--- config.mk ---
export PLATFORM = sky130hd
export DESIGN_NAME = cordic_rotation_fsm_flat
export DESIGN_NICKNAME = d
export VERILOG_FILES = /design/src/rtl/cordic_rotation_fsm_if.sv /design/src/rtl/cordic_rotation_fsm.sv /design/src/flat_wrapper.sv
export SDC_FILE = /design/constraint.sdc
export NUM_CORES = 1
export LEC_CHECK = 0
export BUFFER_PORTS_ARGS = -buffer_cell sky130_fd_sc_hd__buf_2
export CORE_AREA = 4 4 249 251
export CTS_CLUSTER_SIZE = 14
export DETAILED_ROUTE_END_ITERATION = 8
export DIE_AREA = 0 0 253 255
export GPL_TIMING_DRIVEN = 0
export PLACE_DENSITY_LB_ADDON = 0.05
export SYNTH_ARGS = -nofsm -noshare
export SYNTH_HDL_FRONTEND = slang
export SYNTH_SLANG_ARGS = --single-unit
--- constraint.sdc ---
create_clock -name clk_i -period 6.5 [get_ports clk_i]
set_input_delay 1.3 -clock clk_i [delete_from_list [all_inputs] [get_ports clk_i]]
set_output_delay 1.3 -clock clk_i [all_outputs]
set_load 0.03 [all_outputs]
--- src/rtl/cordic_rotation_fsm_if.sv ---
// Request/response bundle for the rotation-mode CORDIC: phase and arctangent table in,
// sine/cosine plus done/busy status out.
interface cordic_rotation_fsm_if #(
    parameter int BIT_WIDTH = 24
);
    logic                        start_i;
    logic signed [BIT_WIDTH-1:0] phi_i;
    logic signed [BIT_WIDTH-1:0] angle_table [BIT_WIDTH];
    logic signed [BIT_WIDTH-1:0] sin_o;
    logic signed [BIT_WIDTH-1:0] cos_o;
    logic                        done_o;
    logic                        busy_o;

    modport master (
        output start_i, phi_i, angle_table,
        input  sin_o, cos_o, done_o, busy_o
    );

    modport slave (
        input  start_i, phi_i, angle_table,
        output sin_o, cos_o, done_o, busy_o
    );
endinterface

--- src/rtl/cordic_rotation_fsm.sv ---
// Iterative rotation-mode CORDIC: phase word in Q2.(BIT_WIDTH-2) to sine/cosine,
// one micro-rotation per clock after a quadrant pre-rotation at the accepting edge.
module cordic_rotation_fsm #(
    parameter int BIT_WIDTH  = 24,
    parameter int ITERATIONS = BIT_WIDTH,
    parameter int K_INIT     = 2547003,
    parameter int PI_HALF    = 6588397
) (
    input  logic                 clk_i,
    input  logic                 reset_i,
    cordic_rotation_fsm_if.slave bus
);
    localparam int W  = BIT_WIDTH + 2;
    localparam int IW = (ITERATIONS > 1) ? $clog2(ITERATIONS) : 1;

    localparam logic [1:0] S_IDLE = 2'd0;
    localparam logic [1:0] S_ITER = 2'd1;
    localparam logic [1:0] S_DONE = 2'd2;

    localparam logic signed [W-1:0] K_W    = W'(K_INIT);
    localparam logic signed [W-1:0] PI_H_W = W'(PI_HALF);
    localparam logic signed [W-1:0] SMAX   = {3'b000, {(BIT_WIDTH-1){1'b1}}};
    localparam logic signed [W-1:0] SMIN   = {3'b111, {(BIT_WIDTH-1){1'b0}}};

    logic [1:0]          state;
    logic [IW-1:0]       i;
    logic signed [W-1:0] x, y, z;
    logic signed [W-1:0] xs, ys, ang, x_nx, y_nx, z_nx, phi_w;

    function automatic logic signed [BIT_WIDTH-1:0] sat(input logic signed [W-1:0] v);
        if (v > SMAX)      sat = SMAX[BIT_WIDTH-1:0];
        else if (v < SMIN) sat = SMIN[BIT_WIDTH-1:0];
        else               sat = v[BIT_WIDTH-1:0];
    endfunction

    // Micro-rotation datapath; direction follows the sign of the residual angle.
    always_comb begin
        xs    = x >>> i;
        ys    = y >>> i;
        ang   = W'(bus.angle_table[i]);
        phi_w = W'(bus.phi_i);
        if (!z[W-1]) begin
            x_nx = x - ys;
            y_nx = y + xs;
            z_nx = z - ang;
        end else begin
            x_nx = x + ys;
            y_nx = y - xs;
            z_nx = z + ang;
        end
    end

    assign bus.busy_o = (state != S_IDLE);

    always_ff @(posedge clk_i) begin
        if (reset_i) begin
            state      <= S_IDLE;
            i          <= '0;
            x          <= '0;
            y          <= '0;
            z          <= '0;
            bus.sin_o  <= '0;
            bus.cos_o  <= '0;
            bus.done_o <= 1'b0;
        end else begin
            bus.done_o <= 1'b0;
            case (state)
                S_IDLE: begin
                    if (bus.start_i) begin
                        i     <= '0;
                        state <= S_ITER;
                        // Fold |phi| > pi/2 into the convergence range by a 90 degree pre-rotation.
                        if (phi_w > PI_H_W) begin
                            x <= '0;
                            y <= K_W;
                            z <= phi_w - PI_H_W;
                        end else if (phi_w < -PI_H_W) begin
                            x <= '0;
                            y <= -K_W;
                            z <= phi_w + PI_H_W;
                        end else begin
                            x <= K_W;
                            y <= '0;
                            z <= phi_w;
                        end
                    end
                end
                S_ITER: begin
                    x <= x_nx;
                    y <= y_nx;
                    z <= z_nx;
                    if (i == IW'(ITERATIONS - 1)) state <= S_DONE;
                    else                          i <= i + 1'b1;
                end
                S_DONE: begin
                    bus.sin_o  <= sat(y);
                    bus.cos_o  <= sat(x);
                    bus.done_o <= 1'b1;
                    state      <= S_IDLE;
                end
                default: state <= S_IDLE;
            endcase
        end
    end
endmodule

--- src/flat_wrapper.sv ---
// flat-port wrapper written by rule: the top's interface ports become plain ports
module cordic_rotation_fsm_flat 
#(
    parameter int BIT_WIDTH  = 24,
    parameter int ITERATIONS = BIT_WIDTH,
    parameter int K_INIT     = 2547003,
    parameter int PI_HALF    = 6588397
)
  (clk_i, reset_i, bus_start_i, bus_phi_i, bus_angle_table, bus_sin_o, bus_cos_o, bus_done_o, bus_busy_o);
  cordic_rotation_fsm_if #(.BIT_WIDTH(BIT_WIDTH)) bus_i ();
  input  logic clk_i;
  input  logic reset_i;
  input wire logic [$bits(bus_i.start_i)-1:0] bus_start_i;
  input wire logic [$bits(bus_i.phi_i)-1:0] bus_phi_i;
  input wire logic [$bits(bus_i.angle_table)-1:0] bus_angle_table;
  output wire logic [$bits(bus_i.sin_o)-1:0] bus_sin_o;
  output wire logic [$bits(bus_i.cos_o)-1:0] bus_cos_o;
  output wire logic [$bits(bus_i.done_o)-1:0] bus_done_o;
  output wire logic [$bits(bus_i.busy_o)-1:0] bus_busy_o;
  assign bus_i.start_i = bus_start_i;
  assign bus_i.phi_i = bus_phi_i;
  assign bus_i.angle_table = {>>{bus_angle_table}};
  assign bus_sin_o = bus_i.sin_o;
  assign bus_cos_o = bus_i.cos_o;
  assign bus_done_o = bus_i.done_o;
  assign bus_busy_o = bus_i.busy_o;
  cordic_rotation_fsm #(.BIT_WIDTH(BIT_WIDTH), .ITERATIONS(ITERATIONS), .K_INIT(K_INIT), .PI_HALF(PI_HALF)) u_core (.clk_i(clk_i), .reset_i(reset_i), .bus(bus_i));
endmodule
==> impl_metrics.ini, run 1 <==
[synthesis]
synth_area_leaders = mux4_2, dfxtp_1, a21oi_1, ha_1, nand2_1
syn_inst = 2150
ys_seq_elements = 134
synth_edf_count = 0
syn_nets = 2842
yosysSeqAreaShare_pct = 14.4
yosys_most_used_dff = dfxtp_1
ys_warn_count = 0
synth.top_cell.area_share_pct = 23.1
synth_async_sr_flop_share_pct = 0
synth_top_area_cell = mux4_2
synth.distinct_cells = 86
synth_area_um2 = 18700
synth.avg_cell_area_um2 = 8.69

[sta]
setup_slack_ns = 0.124
max_slew_margin_pct = 28.7
hold_viol = 0
worstMarginPinSlew_ns = 1.06
setup_violations = 0
fmax_mhz = 157
timing.final.crit_share_pct = 98.1
min_period_ns = 6.38
clock_skew_ns = 0.0125
report.final.slew_viol_count = 0

[clocking]
cts_tree = yes
numCtsBuffers = 17
clockRootBuffer = clkbuf_16
cts_sinks = 134
clk_pin_slew_ns = 0.07
clkLatencyLatePin_ns = 0.45
h-tree-depth = 4
clk_path_buf_depth = 2

[worst_setup_path]
critical_path_class = register to register
worstPathArrival_ns = 6.68
cp_max_fo = 10
cp-end-kind = register
worstSetupStartpointType = register
critPathRequiredTime_ns = 6.80

[floorplan]
die_w_um = 253
core_area_um2 = 59900
row_count = 90
die_h_um = 255
ios = 653
dieArea_um2 = 64500
start_util_pct = 31.2

[drt]
first_pass_iters = 5
drt_iter0_drc = 2958
drc = 0
highest_layer = met5
vias = 23120
wirelength_met1_um = 56400
ant_nets = 0
wl_met2_um = 58400
wl_met3_um = 13300
vias_per_cell = 6.36
wire_per_inst_um = 38.3
routed_wl_um = 139000

[global_route]
grt.overflow.total = 0
grt_antenna_before_repair = 19
grt_max_degree = 17
grt_pass1_wl_um = 183000
grt_usage_pct = 41.2
grt_pass1_vias = 21820

[power]
pwr-share-seq_pct = 18.3
cellLeakagePower_nw = 10.4
p_comb_share_pct = 68.7
switching_share_pct = 52.7
powerDensity_nw_per_um2 = 316
irDropWorstVdd_mv = 0.235
p_switching_mw = 4.01
intPower_mw = 3.60
clock_power_share_pct = 13.0

[placed_design]
place_ws_ns = -1.97
hpwl_um = 117000
dpl.cell_count = 3580
portBuffers = 648
place.gp.congestion = 1.05

[cells_and_area]
stdcell_count = 3635
nFillCells = 6237
syn_to_final_growth_pct = 28.8
drive_gt1_share_pct = 36.5
layout.nets = 3520

[min_path]
hp-class = register to register

[outcome]
status = complete, no violations

[job]
maxCapViolCount = 0
-- per-stage QoR --
| step | power, mW | setup TNS, ns | instance area [um^2] | hold WS (ns) | util (%) |
|---|---|---|---|---|---|
| floorplan | 4.46 | 0 | 18700 | 0.459 | - |
| global placement | 6.24 | -53.26 | 22900 | 0.441 | 38.2 |
| detailed placement | 6.25 | -55.48 | 22900 | 0.444 | 38.2 |
| CTS | 7.32 | 0 | 23800 | 0.453 | 39.7 |
| global route | 7.96 | -0.0143 | 24100 | 0.474 | 40.1 |
| finish | 7.61 | 0 | 24100 | 0.450 | 40.2 |
-- critical path, stage by stage (launching register included) --
cell,delay [ns]
dfxtp_1,0.31
buf_2,0.24
clkbuf_4,0.30
buf_4,0.27
buf_4,0.30
buf_4,0.37
clkbuf_4,0.33
buf_4,0.28
clkbuf_4,0.37
nand3_1,0.12
nand2_1,0.12
o21a_1,0.18
xor2_1,0.43
ha_1,0.35
o21ai_0,0.08
a21oi_1,0.10
o211ai_1,0.25
a21oi_1,0.16
a2111oi_4,0.47
o31a_1,0.29
o21ai_0,0.17
a21oi_2,0.23
xnor2_1,0.12
a221oi_1,0.27
nor2_1,0.06
-- power groups by stage --
stage,Combinational [mW],Clock (mW),Sequential (mW)
floorplan,3.37,0,1.10
global placement,4.87,0,1.37
detailed placement,4.88,0,1.37
CTS,4.96,0.998,1.36
global route,5.55,1.03,1.38
finish,5.23,0.989,1.39
-- routing by layer --
metal | up-vias | GRT usage, %
met5 | - | 0
li1 | 9627 | -
met1 | 11695 | 53.7
met4 | 6 | 26.7
met2 | 1498 | 61.1
met3 | 294 | 10.2
-- logic make-up (layout without fill, tap and decap cells) --
| group | count (synthesis) | count (layout) | synth area share, % |
|---|---|---|---|
| compound gates | 615 | 615 | 20.7 |
| xor+xnor | 157 | 157 | 7.36 |
| fa+ha+maj | 89 | 89 | 6.08 |
| buf+inv | 208 | 899 | 5.06 |
| flops | 134 | 134 | 14.4 |
| mux | 291 | 291 | 30.4 |
| other cells | 0 | 12 | 0 |
| simple gates | 656 | 656 | 16.0 |
-- final timing paths --
path                            cells past startpoint            startpoint  slack (ns)              endpoint
worst max-delay path                               24           u_core.i[2]        0.12          u_core.y[21]
worst min register to register                      2  u_core.bus.cos_o[21]        0.45  u_core.bus.cos_o[21]
worst max register to register                     24           u_core.i[2]        0.12          u_core.y[21]
worst min-delay path                                2  u_core.bus.cos_o[21]        0.45  u_core.bus.cos_o[21]
-- cells in the final DEF, fill, tap and decap left out, types with 17 or more instances in the layout --
master and count:
a211oi_1 26, a21o_1 24, a21oi_1 208, a221oi_1 28
a31oi_1 31, and2_1 20, and3_1 20, buf_2 659
buf_4 28, clkbuf_1 79, clkbuf_16 17, dfxtp_1 134
ha_1 85, inv_1 35, mux2i_1 62, mux4_1 22
mux4_2 192, nand2_1 243, nand2b_1 23, nand3_1 37
nor2_1 197, nor2b_1 17, nor3_1 35, o21ai_0 116
o22ai_1 27, xnor2_1 95, xor2_1 57
-- sequential cells by signal, summed over array words and instances, names as in the netlist --
signal / flops
u_core.bus.sin_o: 24
u_core.bus.done_o: 1
u_core.bus.cos_o: 24
u_core.z: 26
u_core.i: 5
u_core.state: 2
u_core.x: 26
u_core.y: 26
-- synthesized netlist by cell type, types with 20 or more instances --
cell and number:
a221oi_1 29, ha_1 86, xor2_1 59, and2_1 20, a211oi_1 28, clkbuf_1 95
xnor2_1 98, inv_1 35, nor3_1 35, buf_2 29, a31oi_1 34, nand2_1 244
dfxtp_1 134, nand3_1 37, o21ai_0 121, a21oi_1 216, nor2_1 201, and3_1 20
a21o_1 24, mux2i_1 65, buf_1 25, mux4_2 192, o22ai_1 27, mux4_1 22
nand2b_1 23
-- final cells by class --
cell class	instances	area (um^2)	share of cell area, %
clock buffer	19	453	1.88
sequential	134	2680	11.1
timing repair buffer	660	3330	13.8
clock inverter	13	136	0.567
antenna	12	30.0	0.125
inverter	38	144	0.598
tap	782	978	4.07
multi-input combinational	1808	15300	63.5
buffer	169	1020	4.24
-- repair_timing --
item | 4_1_cts | 5_1_grt
setup buffers | 8 | 4
pin swaps | 4 | 7
gates resized for setup | 74 | 78
endpoints found under the setup margin | 57 | 22
cloned | 0 | 0
hold buffers | 0 | 0
No activity file was read; power rests on OpenSTA's default activity.
==> run 2, diff against run 1 <==
--- a/config.mk
+++ b/config.mk
@@ -6,10 +6,10 @@
 export NUM_CORES = 1
 export LEC_CHECK = 0
 export BUFFER_PORTS_ARGS = -buffer_cell sky130_fd_sc_hd__buf_2
-export CORE_AREA = 4 4 249 251
+export CORE_AREA = 4 4 250 252
 export CTS_CLUSTER_SIZE = 14
 export DETAILED_ROUTE_END_ITERATION = 8
-export DIE_AREA = 0 0 253 255
+export DIE_AREA = 0 0 254 256
 export GPL_TIMING_DRIVEN = 0
 export PLACE_DENSITY_LB_ADDON = 0.05
 export SYNTH_ARGS = -nofsm -noshare
==> impl_metrics.ini, run 2 (synthesis results as in run 1) <==
[cells_and_area]
layout.nets = 3518
design_area_um2 = 24100
stdcell_count = 3628
syn_to_final_growth_pct = 28.8
layout_commonest_cell = buf_2
layout_common_cells = buf_2, nand2_1, a21oi_1, nor2_1, mux4_2
drive_gt1_share_pct = 36.4
top_regs = u_core.x (26), u_core.y (26), u_core.z (26)
utilization_pct = 40.0

[worst_setup_path]
path_depth = 20
critPathBufInv = 5
regToRegStartpoint = u_core.i[4]
crit_family = compound AO/OA/AOI/OAI gates
cp_slowest_cell = clkbuf_1
cp_max_fo = 10
critical_path_class = register to register
rrSetupSlack_ns = 0.11
rr_endpoint = u_core.y[22]
worstPathArrival_ns = 6.66
cp-end-kind = register
worstSetupStartpointType = register
reg2reg_depth = 20
worstPathCellList = clkbuf_2 -> clkinv_2 -> clkbuf_1 -> clkbuf_1 -> clkbuf_1 -> nand2_1 -> a21oi_1 -> a21oi_1 -> o21ai_0 -> xnor2_1 -> ha_1 -> o21ai_0 -> a21oi_1 -> a31oi_2 -> o21ai_0 -> a21o_1 -> a211oi_4 -> o21bai_1 -> mux2i_1 -> a41oi_1
critPathRequiredTime_ns = 6.78
critPathMaxStageDelay_ns = 0.80

[power]
cellLeakagePower_nw = 10.3
powerDensity_nw_per_um2 = 321
irDropWorstVdd_mv = 0.353

[job]
maxCapViolCount = 0

[clocking]
cts_sinks = 134
postCtsHoldBufs = 0
clk_pin_slew_ns = 0.06
cts_tree = yes
h-tree-depth = 4
numCtsBuffers = 17
clk_path_buf_depth = 2
clkLatencyLatePin_ns = 0.44
clockRootBuffer = clkbuf_16

[min_path]
hp-start = u_core.bus.sin_o[11]
hp-class = register to register
worstHoldPathCells = 2
hold_end = u_core.bus.sin_o[11]

[sta]
timing.final.crit_share_pct = 98.3
hold_viol = 0
max_slew_margin_pct = 27.8
report.final.slew_viol_count = 0
clock_skew_ns = 0.00747
fmax_mhz = 157
rsz0062_at_grt = yes
setup_violations = 0
setup_tns_ns = 0
setup_slack_ns = 0.112
min_period_ns = 6.39
worstMarginPinSlew_ns = 1.08

[floorplan]
die_h_um = 256
row_count = 90
dieArea_um2 = 65000
die_w_um = 254
core_area_um2 = 60100
start_util_pct = 31.1
ios = 653

[drt]
vias = 23000
routed_wl_um = 140000
first_pass_iters = 6
ant_nets = 0
drt_iter0_drc = 3195
vias_per_cell = 6.34
wire_per_inst_um = 38.6
drc = 0

[global_route]
grt_pass1_wl_um = 186000
grt_antenna_before_repair = 19
grt_usage_pct = 41.2
grt_pass1_vias = 21977
grt.overflow.total = 0
grt_max_degree = 17

[placed_design]
place.gp.congestion = 1.03
portBuffers = 648
place_area_um2 = 22900
place_ws_ns = -2.16
dpl.cell_count = 3580
hpwl_um = 118000

[outcome]
status = complete, no violations
## run 2: cell count changes in the layout (fill, tap and decap cells not counted), sizes merged
cell           before  now
buf               718  725
clkbuf            127  120
diode              12    7
inv                44   40
bufinv              1    3
clkdlybuf4s15       3    1
clkinv              3    5
## run 2: through the flow
step	hold slack, ns	power [mW]
2_1_floorplan	0.459	4.46
3_3_place_gp	0.440	6.33
3_5_place_dp	0.444	6.33
4_1_cts	0.451	7.46
5_1_grt	0.475	8.05
6_report	0.448	7.71
## run 2: routing by layer
layer / track usage [%] / wire length, um / vias to the layer above / share of wire, %
li1: - / - / 9616 / -
met1: 55.0 / 56700 / 11621 / 40
met2: 60.8 / 59100 / 1494 / 42
met3: 8.90 / 13400 / 265 / 9.5
met4: 24.9 / 11000 / 4 / 7.8
met5: 0 / 27 / - / 0.019
## run 2: worst min-delay path, stage by stage, from the launching register on
cell	delay (ns)
dfxtp_1	0.31
nand2_1	0.05
a21oi_1	0.05
## run 2: cell type report
| class | instances | area [um^2] |
|---|---|---|
| Inverter | 38 | 144 |
| Antenna cell | 7 | 17.5 |
| Sequential cell | 134 | 2690 |
| Buffer | 169 | 988 |
| Fill cell | 6186 | 36100 |
| Tap cell | 782 | 978 |
| Clock buffer | 19 | 433 |
| Timing Repair Buffer | 658 | 3320 |
| Clock inverter | 13 | 173 |
| Multi-Input combinational cell | 1808 | 15300 |
## run 2: power by group
| group | leakage [nW] | switching, mW | internal [mW] |
|---|---|---|---|
| combinational | 8.96 | 3.20 | 2.09 |
| sequential | 1.10 | 0.448 | 0.948 |
| clock | 0.286 | 0.418 | 0.609 |
| total | 10.3 | 4.06 | 3.65 |
## run 2: worst max-delay path by stage
stage                               from      endpoint  slack [ns]
floorplan           bus_angle_table[485]  u_core.z[23]        0.92
global placement             u_core.i[2]  u_core.y[13]       -2.26
detailed placement           u_core.i[2]  u_core.y[13]       -2.16
CTS                          u_core.i[1]  u_core.y[20]      0.0006
global route                 u_core.i[1]  u_core.y[21]       -0.02
finish                       u_core.i[4]  u_core.y[22]        0.11
## run 2: timing repair
action                                  CTS  global route
resized for setup                        91            53
endpoints found under the setup margin   58            22
setup buffers                             6             4
pin swaps                                 6             8
cloned                                    0             0
==> run 3, diff against run 2 <==
--- a/config.mk
+++ b/config.mk
@@ -5,11 +5,12 @@
 export SDC_FILE = /design/constraint.sdc
 export NUM_CORES = 1
 export LEC_CHECK = 0
+export ABC_AREA = 1
 export BUFFER_PORTS_ARGS = -buffer_cell sky130_fd_sc_hd__buf_2
-export CORE_AREA = 4 4 250 252
+export CORE_AREA = 4 4 252 254
 export CTS_CLUSTER_SIZE = 14
 export DETAILED_ROUTE_END_ITERATION = 8
-export DIE_AREA = 0 0 254 256
+export DIE_AREA = 0 0 256 258
 export GPL_TIMING_DRIVEN = 0
 export PLACE_DENSITY_LB_ADDON = 0.05
 export SYNTH_ARGS = -nofsm -noshare
==> impl_metrics.ini, run 3 <==
[sta]
timing.final.crit_share_pct = 90.2
report.final.slew_viol_count = 0
hold_ws_ns = 0.459
worstMarginPinSlew_ns = 1.20
max_slew_margin_pct = 20.2
clock_skew_ns = 0.0104
setup_slack_ns = 0.637
setup_tns_ns = 0
hold_viol = 0
min_period_ns = 5.86
rsz0062_at_grt = no
fmax_mhz = 171
setup_violations = 0

[synthesis]
synth.avg_cell_area_um2 = 5.44
synth.distinct_cells = 47
yosysMostFrequentCell = nand2_1
ys_warn_count = 0
synth_async_sr_flop_share_pct = 0
syn_nets = 4374
synth_area_leaders = nand2_1, dfxtp_1, o21ai_0, nor2_1, nand3_1
yosys_most_used_dff = dfxtp_1
synth_top_area_cell = nand2_1
synth.top_cell.area_share_pct = 16.5
netlist_top_cells_count = nand2_1, nor2_1, o21ai_0, nand3_1, inv_1
synth_edf_count = 0
syn_inst = 3682
ys_seq_elements = 134
synth_area_um2 = 20000
yosysSeqAreaShare_pct = 13.4

[clocking]
cts_sinks = 134
post_cts_buffers = 0
cts_tree = yes
postCtsHoldBufs = 0
clk_pin_slew_ns = 0.06
clkLatencyLatePin_ns = 0.45
clk_path_buf_depth = 2
numCtsBuffers = 17
clockRootBuffer = clkbuf_16
cts_resized = 0
h-tree-depth = 4

[worst_setup_path]
critical_path_class = register to register
rrSetupSlack_ns = 0.64
critPathBufInv = 4
regToRegStartpoint = u_core.i[1]
worstPathCellList = inv_2 -> buf_2 -> buf_1 -> o211ai_1 -> o211ai_1 -> nand3_1 -> nand3_1 -> nand2_1 -> ha_1 -> nand2_1 -> o21ai_0 -> inv_1 -> ha_1 -> nand2_1 -> o21ai_0 -> a21oi_1 -> o21ai_0 -> a21oi_1 -> o21ai_0 -> a21boi_0 -> or2_2 -> nand3_1 -> a31oi_1
cp_common_cell = o21ai_0
cp_max_fo = 10
cp-end-kind = register
critPathRequiredTime_ns = 6.81
worstPathArrival_ns = 6.18
crit_path_start = u_core.i[1]
crit_family = compound AO/OA/AOI/OAI gates
rr_endpoint = u_core.y[13]
reg2reg_depth = 23
critPathMaxStageDelay_ns = 0.63
cp_slowest_cell = buf_1
worstSetupStartpointType = register

[floorplan]
die_w_um = 256
ios = 653
dieArea_um2 = 66000
core_area_um2 = 61300
start_util_pct = 32.7
row_count = 91
die_h_um = 258

[global_route]
grt.overflow.total = 0
grt_usage_pct = 42.3
grt_antenna_before_repair = 60
grt_max_degree = 17
grt_pass1_wl_um = 204000
grt_pass1_vias = 28455

[cells_and_area]
top_regs = u_core.x (26), u_core.y (26), u_core.z (26)
layout.nets = 5041
drive_gt1_share_pct = 19.1
layout_common_cells = nand2_1, buf_2, nor2_1, o21ai_0, nand3_1
layout_commonest_cell = nand2_1
utilization_pct = 40.7
stdcell_count = 5193
syn_to_final_growth_pct = 24.7

[placed_design]
hpwl_um = 124000
place.gp.congestion = 1.03
place_ws_ns = 0.879
dpl.cell_count = 5120
portBuffers = 648

[power]
irDropWorstVdd_mv = 0.213
p_switching_mw = 3.39
switching_share_pct = 54.3
cellLeakagePower_nw = 12.4
clock_power_share_pct = 16.6
powerDensity_nw_per_um2 = 250
pwr-share-seq_pct = 17.8
p_comb_share_pct = 65.6
intPower_mw = 2.86

[job]
maxCapViolCount = 0

[drt]
first_pass_iters = 6
vias_per_cell = 5.80
wire_per_inst_um = 28.6
routed_wl_um = 148000
ant_nets = 0
drt_iter0_drc = 3802
vias = 30131
drc = 0

[min_path]
hold_end = u_core.bus.sin_o[10]
hp-class = register to register
hp-start = u_core.bus.sin_o[10]
worstHoldPathCells = 2

[outcome]
status = complete, no violations
## run 3: worst max path at each step
stage                   endpoint  cells after the start  slack [ns]
floorplan           u_core.z[23]                     26        2.18
global placement    u_core.z[16]                     25        0.85
detailed placement  u_core.z[16]                     27        0.88
CTS                 u_core.y[13]                     23        0.88
global route        u_core.y[17]                     24        0.42
finish              u_core.y[13]                     23        0.64
## run 3: metrics by stage
stage | area, um^2 | total power, mW
finish | 25000 | 6.24
global route | 24900 | 6.67
CTS | 24900 | 6.14
detailed placement | 24200 | 5.08
global placement | 24200 | 5.10
floorplan | 20000 | 3.65
## run 3: area by class of cell
class                   instances  area [um^2]
fillers                      7278        36300
multi-input cells            3074        15300
repair buffers                648         3240
flip-flops and latches        134         2680
plain buffers                 240         1140
well taps                     790          988
inverters                     234          878
clock buffers                  18          439
clock inverters                14          174
diodes                         41          103
## run 3: layer usage
| layer | vias up | global-route usage (%) | routed length, um |
|---|---|---|---|
| met5 | - | 0 | 89 |
| met3 | 455 | 10.7 | 15500 |
| li1 | 13759 | - | - |
| met4 | 16 | 29.4 | 12400 |
| met2 | 1883 | 68.2 | 66000 |
| met1 | 14018 | 49.5 | 54400 |
## run 3: logic make-up (layout without fill, tap and decap cells)
kind of cell    count (synthesis)  in the layout  synth area share [%]
compound gates               1009           1009                  27.8
xor+xnor                      114            114                  4.99
fa+ha+maj                      89             89                  5.68
buf+inv                       474           1154                  10.1
flops                         134            134                  13.4
other cells                     0             41                     0
simple gates                 1862           1862                  38.1
## run 3: power groups by stage
| stage | sequential [mW] | combinational (mW) | clock, mW |
|---|---|---|---|
| 3_5_place_dp | 1.12 | 3.96 | 0 |
| 6_report | 1.11 | 4.10 | 1.04 |
| 3_3_place_gp | 1.13 | 3.98 | 0 |
| 2_1_floorplan | 0.996 | 2.65 | 0 |
| 4_1_cts | 1.11 | 3.98 | 1.05 |
| 5_1_grt | 1.11 | 4.47 | 1.09 |
## run 3: worst register-to-register path, cell delays in order (launching register included)
cell and delay [ns]:
dfxtp_1 0.38, inv_2 0.15, buf_2 0.44, buf_1 0.63, o211ai_1 0.19, o211ai_1 0.14
nand3_1 0.22, nand3_1 0.25, nand2_1 0.13, ha_1 0.29, nand2_1 0.04, o21ai_0 0.21
inv_1 0.09, ha_1 0.28, nand2_1 0.04, o21ai_0 0.29, a21oi_1 0.15, o21ai_0 0.57
a21oi_1 0.19, o21ai_0 0.35, a21boi_0 0.22, or2_2 0.31, nand3_1 0.08, a31oi_1 0.09
